## src/rtl/alu_pkg.sv

```systemverilog
// Shared types, widths and single-cycle ALU evaluation for the ALU command responder.
package alu_pkg;

  localparam int unsigned A_W  = 8;
  localparam int unsigned B_W  = 5;
  localparam int unsigned OP_W = 3;
  localparam int unsigned P_W  = A_W + B_W;

  typedef enum logic [OP_W-1:0] {
    OP_ADD  = 3'b000,
    OP_SUB  = 3'b001,
    OP_AND  = 3'b010,
    OP_OR   = 3'b011,
    OP_XOR  = 3'b100,
    OP_SHL  = 3'b101,
    OP_MUL  = 3'b110,
    OP_PASS = 3'b111
  } alu_op_e;

  typedef enum logic [1:0] {
    ST_IDLE = 2'd0,
    ST_EXEC = 2'd1,
    ST_DONE = 2'd2
  } alu_state_e;

  typedef struct packed {
    logic [A_W-1:0] result;
    logic           carry;
  } alu_res_t;

  // MUL here is the disabled-multiplier response; the sequential path overrides it when built in.
  function automatic alu_res_t alu_single(input logic [A_W-1:0] a,
                                          input logic [B_W-1:0] b,
                                          input alu_op_e        op);
    alu_res_t       res;
    logic [A_W:0]   sum;
    logic [A_W-1:0] b8;
    b8         = A_W'(b);
    sum        = '0;
    res.result = '0;
    res.carry  = 1'b0;
    case (op)
      OP_ADD: begin
        sum        = {1'b0, a} + {1'b0, b8};
        res.result = sum[A_W-1:0];
        res.carry  = sum[A_W];
      end
      OP_SUB: begin
        res.result = a - b8;
        res.carry  = (a < b8);
      end
      OP_AND:  res.result = a & b8;
      OP_OR:   res.result = a | b8;
      OP_XOR:  res.result = a ^ b8;
      OP_SHL:  res.result = a << b[2:0];
      OP_MUL: begin
        res.result = '0;
        res.carry  = 1'b1;
      end
      default: res.result = a;
    endcase
    return res;
  endfunction

endpackage

```

## src/rtl/alu_mul_seq.sv

```systemverilog
// Shift-add multiplier: first partial product on start, then one per cycle; done pulses with the final product.
module alu_mul_seq
  import alu_pkg::*;
(
  input  logic           clk,
  input  logic           rst_n,
  input  logic           start,
  input  logic [A_W-1:0] a,
  input  logic [B_W-1:0] b,
  output logic           done,
  output logic [P_W-1:0] product
);

  logic [P_W-1:0] r_acc;
  logic [P_W-1:0] r_mcand;
  logic [B_W-1:0] r_mplier;
  logic [2:0]     r_cnt;
  logic           r_busy;
  logic           r_done;

  always_ff @(posedge clk or negedge rst_n) begin
    if (!rst_n) begin
      r_acc    <= '0;
      r_mcand  <= '0;
      r_mplier <= '0;
      r_cnt    <= '0;
      r_busy   <= 1'b0;
      r_done   <= 1'b0;
    end else begin
      r_done <= 1'b0;
      if (start) begin
        r_acc    <= b[0] ? P_W'(a) : '0;
        r_mcand  <= P_W'(a) << 1;
        r_mplier <= b >> 1;
        r_cnt    <= 3'd1;
        r_busy   <= 1'b1;
      end else if (r_busy) begin
        if (r_mplier[0]) r_acc <= r_acc + r_mcand;
        r_mcand  <= r_mcand << 1;
        r_mplier <= r_mplier >> 1;
        r_cnt    <= r_cnt + 3'd1;
        // Iteration index B_W-1 is the last multiplier bit.
        if (r_cnt == 3'(B_W - 1)) begin
          r_busy <= 1'b0;
          r_done <= 1'b1;
          r_cnt  <= '0;
        end
      end
    end
  end

  assign done    = r_done;
  assign product = r_acc;

endmodule

```

## src/rtl/alu_cmd_responder.sv

```systemverilog
// Valid/ready ALU command responder with a one-cycle result strobe.
// ALU_MUL_EN builds in the sequential multiplier; otherwise opcode 110 answers at once with result 0, carry 1.
module alu_cmd_responder
  import alu_pkg::*;
(
  input  logic            clk,
  input  logic            rst_n,
  input  logic [A_W-1:0]  a_i,
  input  logic [B_W-1:0]  b_i,
  input  logic [OP_W-1:0] op_i,
  input  logic            cmd_valid_i,
  output logic            cmd_ready_o,
  output logic            rsp_valid_o,
  output logic [A_W-1:0]  result_o,
  output logic            carry_o,
  output logic            zero_o
);

  alu_state_e     r_state;
  logic           r_ready;
  logic           r_rsp;
  logic [A_W-1:0] r_result;
  logic           r_carry;
  logic           r_zero;

  logic           w_accept;
  alu_op_e        w_op;
  alu_res_t       w_res;

  assign w_op     = alu_op_e'(op_i);
  assign w_accept = (r_state == ST_IDLE) && cmd_valid_i && r_ready;
  assign w_res    = alu_single(a_i, b_i, w_op);

`ifdef ALU_MUL_EN
  logic           w_mul_start;
  logic           w_mul_done;
  logic [P_W-1:0] w_product;

  assign w_mul_start = w_accept && (w_op == OP_MUL);

  alu_mul_seq u_mul (
    .clk     (clk),
    .rst_n   (rst_n),
    .start   (w_mul_start),
    .a       (a_i),
    .b       (b_i),
    .done    (w_mul_done),
    .product (w_product)
  );
`endif

  always_ff @(posedge clk or negedge rst_n) begin
    if (!rst_n) begin
      r_state  <= ST_IDLE;
      r_ready  <= 1'b1;
      r_rsp    <= 1'b0;
      r_result <= '0;
      r_carry  <= 1'b0;
      r_zero   <= 1'b1;
    end else begin
      case (r_state)
        ST_IDLE: begin
          if (w_accept) begin
            r_ready <= 1'b0;
`ifdef ALU_MUL_EN
            if (w_op == OP_MUL) begin
              r_state <= ST_EXEC;
            end else begin
              r_state  <= ST_DONE;
              r_rsp    <= 1'b1;
              r_result <= w_res.result;
              r_carry  <= w_res.carry;
              r_zero   <= (w_res.result == '0);
            end
`else
            r_state  <= ST_DONE;
            r_rsp    <= 1'b1;
            r_result <= w_res.result;
            r_carry  <= w_res.carry;
            r_zero   <= (w_res.result == '0);
`endif
          end
        end
`ifdef ALU_MUL_EN
        ST_EXEC: begin
          if (w_mul_done) begin
            r_state  <= ST_DONE;
            r_rsp    <= 1'b1;
            r_result <= w_product[A_W-1:0];
            r_carry  <= |w_product[P_W-1:A_W];
            r_zero   <= (w_product[A_W-1:0] == '0);
          end
        end
`endif
        ST_DONE: begin
          r_state <= ST_IDLE;
          r_rsp   <= 1'b0;
          r_ready <= 1'b1;
        end
        default: begin
          r_state <= ST_IDLE;
          r_rsp   <= 1'b0;
          r_ready <= 1'b1;
        end
      endcase
    end
  end

  assign cmd_ready_o = r_ready;
  assign rsp_valid_o = r_rsp;
  assign result_o    = r_result;
  assign carry_o     = r_carry;
  assign zero_o      = r_zero;

endmodule

```

## config.mk

```make
export PLATFORM = sky130hd
export DESIGN_NAME = alu_cmd_responder
export DESIGN_NICKNAME = d
export VERILOG_FILES = /design/src/rtl/alu_pkg.sv /design/src/rtl/alu_mul_seq.sv /design/src/rtl/alu_cmd_responder.sv
export SDC_FILE = /design/constraint.sdc
export NUM_CORES = 1
export LEC_CHECK = 0
export CAP_MARGIN = 10
export CORE_UTILIZATION = 55
export CTS_BUF_LIST = sky130_fd_sc_hd__clkbuf_4 sky130_fd_sc_hd__clkbuf_8
export CTS_CLUSTER_DIAMETER = 30
export CTS_CLUSTER_SIZE = 24
export DETAILED_ROUTE_END_ITERATION = 7
export GPL_ROUTABILITY_DRIVEN = 1
export GPL_TIMING_DRIVEN = 0
export PLACE_DENSITY = 0.86
export REMOVE_ABC_BUFFERS = 1
export SYNTH_ARGS = -nofsm -noshare
export SYNTH_HDL_FRONTEND = slang
export SYNTH_SLANG_ARGS = --single-unit
```

## constraint.sdc

```tcl
create_clock -name clk -period 1.9 [get_ports clk]
set_clock_uncertainty 0.05 [all_clocks]
set_input_delay 0.285 -clock clk [delete_from_list [all_inputs] [get_ports clk]]
set_output_delay 0.285 -clock clk [all_outputs]
set_load 0.005 [all_outputs]
```

==> run summary <==
Outcome = finished with violations
Failing checks = design-rule violations, negative setup slack
PortBufs = 30
Max cap viols = 0
Mapped Area = 1690 um^2
CTS sink cnt = 12
Seq cells post-synth = 12
Bufs on Longest Clock Path = 2
Setup WS pre-CTS = -1.57 ns
Largest net degree at the start of global routing = 22
Critical path endpoint category = flip-flop
Io pins = 31
Warning count from the yosys run = 0
Setup slack after layout = -0.290 ns
Vias/cell = 6.88
DP HPWL = 3250 um
Pwr dens = 401 nW/um^2
CTS tree = yes
GPL Wtd Cong = 0.939
Die extent in y = 57.5 um
Worst-margin pin slew = 0.544 ns
ANT cells = 0
Gr ovfl total = 0
Die Area = 3310 um^2
Largest area contributor in the netlist = dfrtp_1
Primary FF master, synth = dfrtp_1
Leak Pwr = 0.980 nW
Post-synth cell types = 57
Fmax = 0.457 GHz
Final design utilization = 81.6%
First-iteration detailed-routing DRC count = 151
H-tree depth = 1
Final slew viol count = 0
Post-synth ARST share = 100%
Drt wl/cell = 18.5 um
Synth top area cells = dfrtp_1 (15%), ha_1 (13%), a21oi_1 (5.0%)
Vias in the first global route = 1,628
Total track usage = 30.9%
Share of the synthesized area in the top cell type = 14.8%
Antenna violations before repair = 0
Core Rows = 19
Post-route cell area = 2310 um^2
Initial Utilization = 59.9%
Worst-path clk slew = 0.07 ns
Worst EP arrival = 2.36 ns
Worst slew margin = 63.5%
ANT nets after route = 0
Most common cell after layout, fill and taps aside = buf_4
Minimum clock period = 2.19 ns
Syn Inst Count = 207
# DRC = 5
Post-synthesis sequential area ratio = 17.9%
Startpoint Class = input port
CP startpoint = b_i[0]
NumNets Final = 286
Hold Vio Cnt, Final = 0
Period Utilization, post-route = 115%
VDD IR max = 0.196 mV
RR Startpoint = cmd_ready_o
Layout cells sized above 1 = 30.0%
Core area = 2830 um^2
Power Total = 0.925 mW
WS Path Type = input port to flip-flop
Post-synth EDFFs = 0
Synthesized area per cell = 8.18 um^2
CTS Root Cell = clkbuf_4
First-pass GRT wire length = 7940 um
Hold crit path type = input port to asynchronous set/reset pin
Routed WL = 5140 um
Placed cell area = 1950 um^2
Area Overhead vs Synth = 36.3%
Hold Buf Count CTS = 0
CTS Buf Count = 3
Clk Latency, worst-skew pair = 0.27 ns
Vias = 1,912
Most frequent cells in the layout = buf_4 (19), nand2_1 (18), clkdlybuf4s50_1 (15)
Die span in x = 57.5 um
Final setup vio count = 3
CP max FO = 3
Critical Path RT = 2.07 ns
DRT Pass-1 Iters = 8
RSZ-0062 raised after global routing = yes
path summary, 6_finish.rpt:
path | to | slack [ns] | cells after the start
worst max-delay path | zero_o | -0.29 | 11
worst min-delay path | rsp_valid_o | 0.30 | 1
worst max register to register | zero_o | 0.08 | 7
worst min register to register | cmd_ready_o | 0.42 | 1
max in group asynchronous | zero_o | 1.14 | 1
min in group clk | cmd_ready_o | 0.42 | 1
final cells by class:
type                       instances  area [um^2]
multi-input combinational        161         1390
clock buffer                       4         36.3
fill                             164          519
inverter                          22         97.6
tap                               31         38.8
timing repair buffer              48          443
sequential                        12          303
sequential cells by signal (all words and copies together) (netlist names):
register / count
carry_o: 1
cmd_ready_o: 1
result_o: 8
rsp_valid_o: 1
zero_o: 1
cells by family after synthesis:
group	share of synthesized area [%]
buf+inv	9.67
xor+xnor	2.07
fa+ha+maj	14.9
compound gates	27.7
flops	17.9
mux	9.08
simple gates	18.7
per-stage QoR:
| step | TNS [ns] | instances | hold WS, ns |
|---|---|---|---|
| floorplan | -0.924 | 195 | -0.0606 |
| global placement | -10.88 | 256 | 0.408 |
| detailed placement | -11.26 | 256 | 0.410 |
| CTS | -0.273 | 278 | 0.308 |
| global route | -0.511 | 278 | 0.327 |
| finish | -0.337 | 278 | 0.300 |
per-layer routing:
layer  share of wire [%]  global-route usage, %  vias to the layer above
li1                    -                      -                      850
met1                  38                   40.9                      876
met2                  48                   52.3                      155
met3                 9.0                   3.17                       31
met4                 4.9                   10.8                        0
met5                   0                      0                        -
timing repair:
| item | CTS | global route |
|---|---|---|
| gates resized for setup | 100 | 13 |
| buffers inserted | 18 | 4 |
| gates cloned | 0 | 0 |
| setup endpoints to repair | 10 | 7 |
| pin swaps | 19 | 13 |
cells in the mapped netlist (all sizes together), types with 4 or more instances:
cell type	number
a21oi	18
ha	17
mux4	5
dfrtp	10
buf	10
nor2	10
a211oi	4
nor3	5
nand3	8
o21ai	16
nand2b	5
nand2	18
inv	22
power by group:
part	leakage, nW	internal, mW	switching [mW]	total (mW)
combinational	0.804	0.214	0.256	0.470
sequential	0.155	0.255	0	0.255
clock	0.0210	0.117	0.0828	0.199
total	0.980	0.586	0.339	0.925
worst max-delay path, stage by stage:
cell	delay, ns
buf_12	0.09
ha_4	0.14
inv_2	0.04
fa_2	0.36
buf_4	0.16
o211ai_1	0.22
o21ai_1	0.14
a221oi_2	0.34
nand3_1	0.11
and4bb_1	0.30
a32o_1	0.16
No activity file was read; power rests on OpenSTA's default activity.
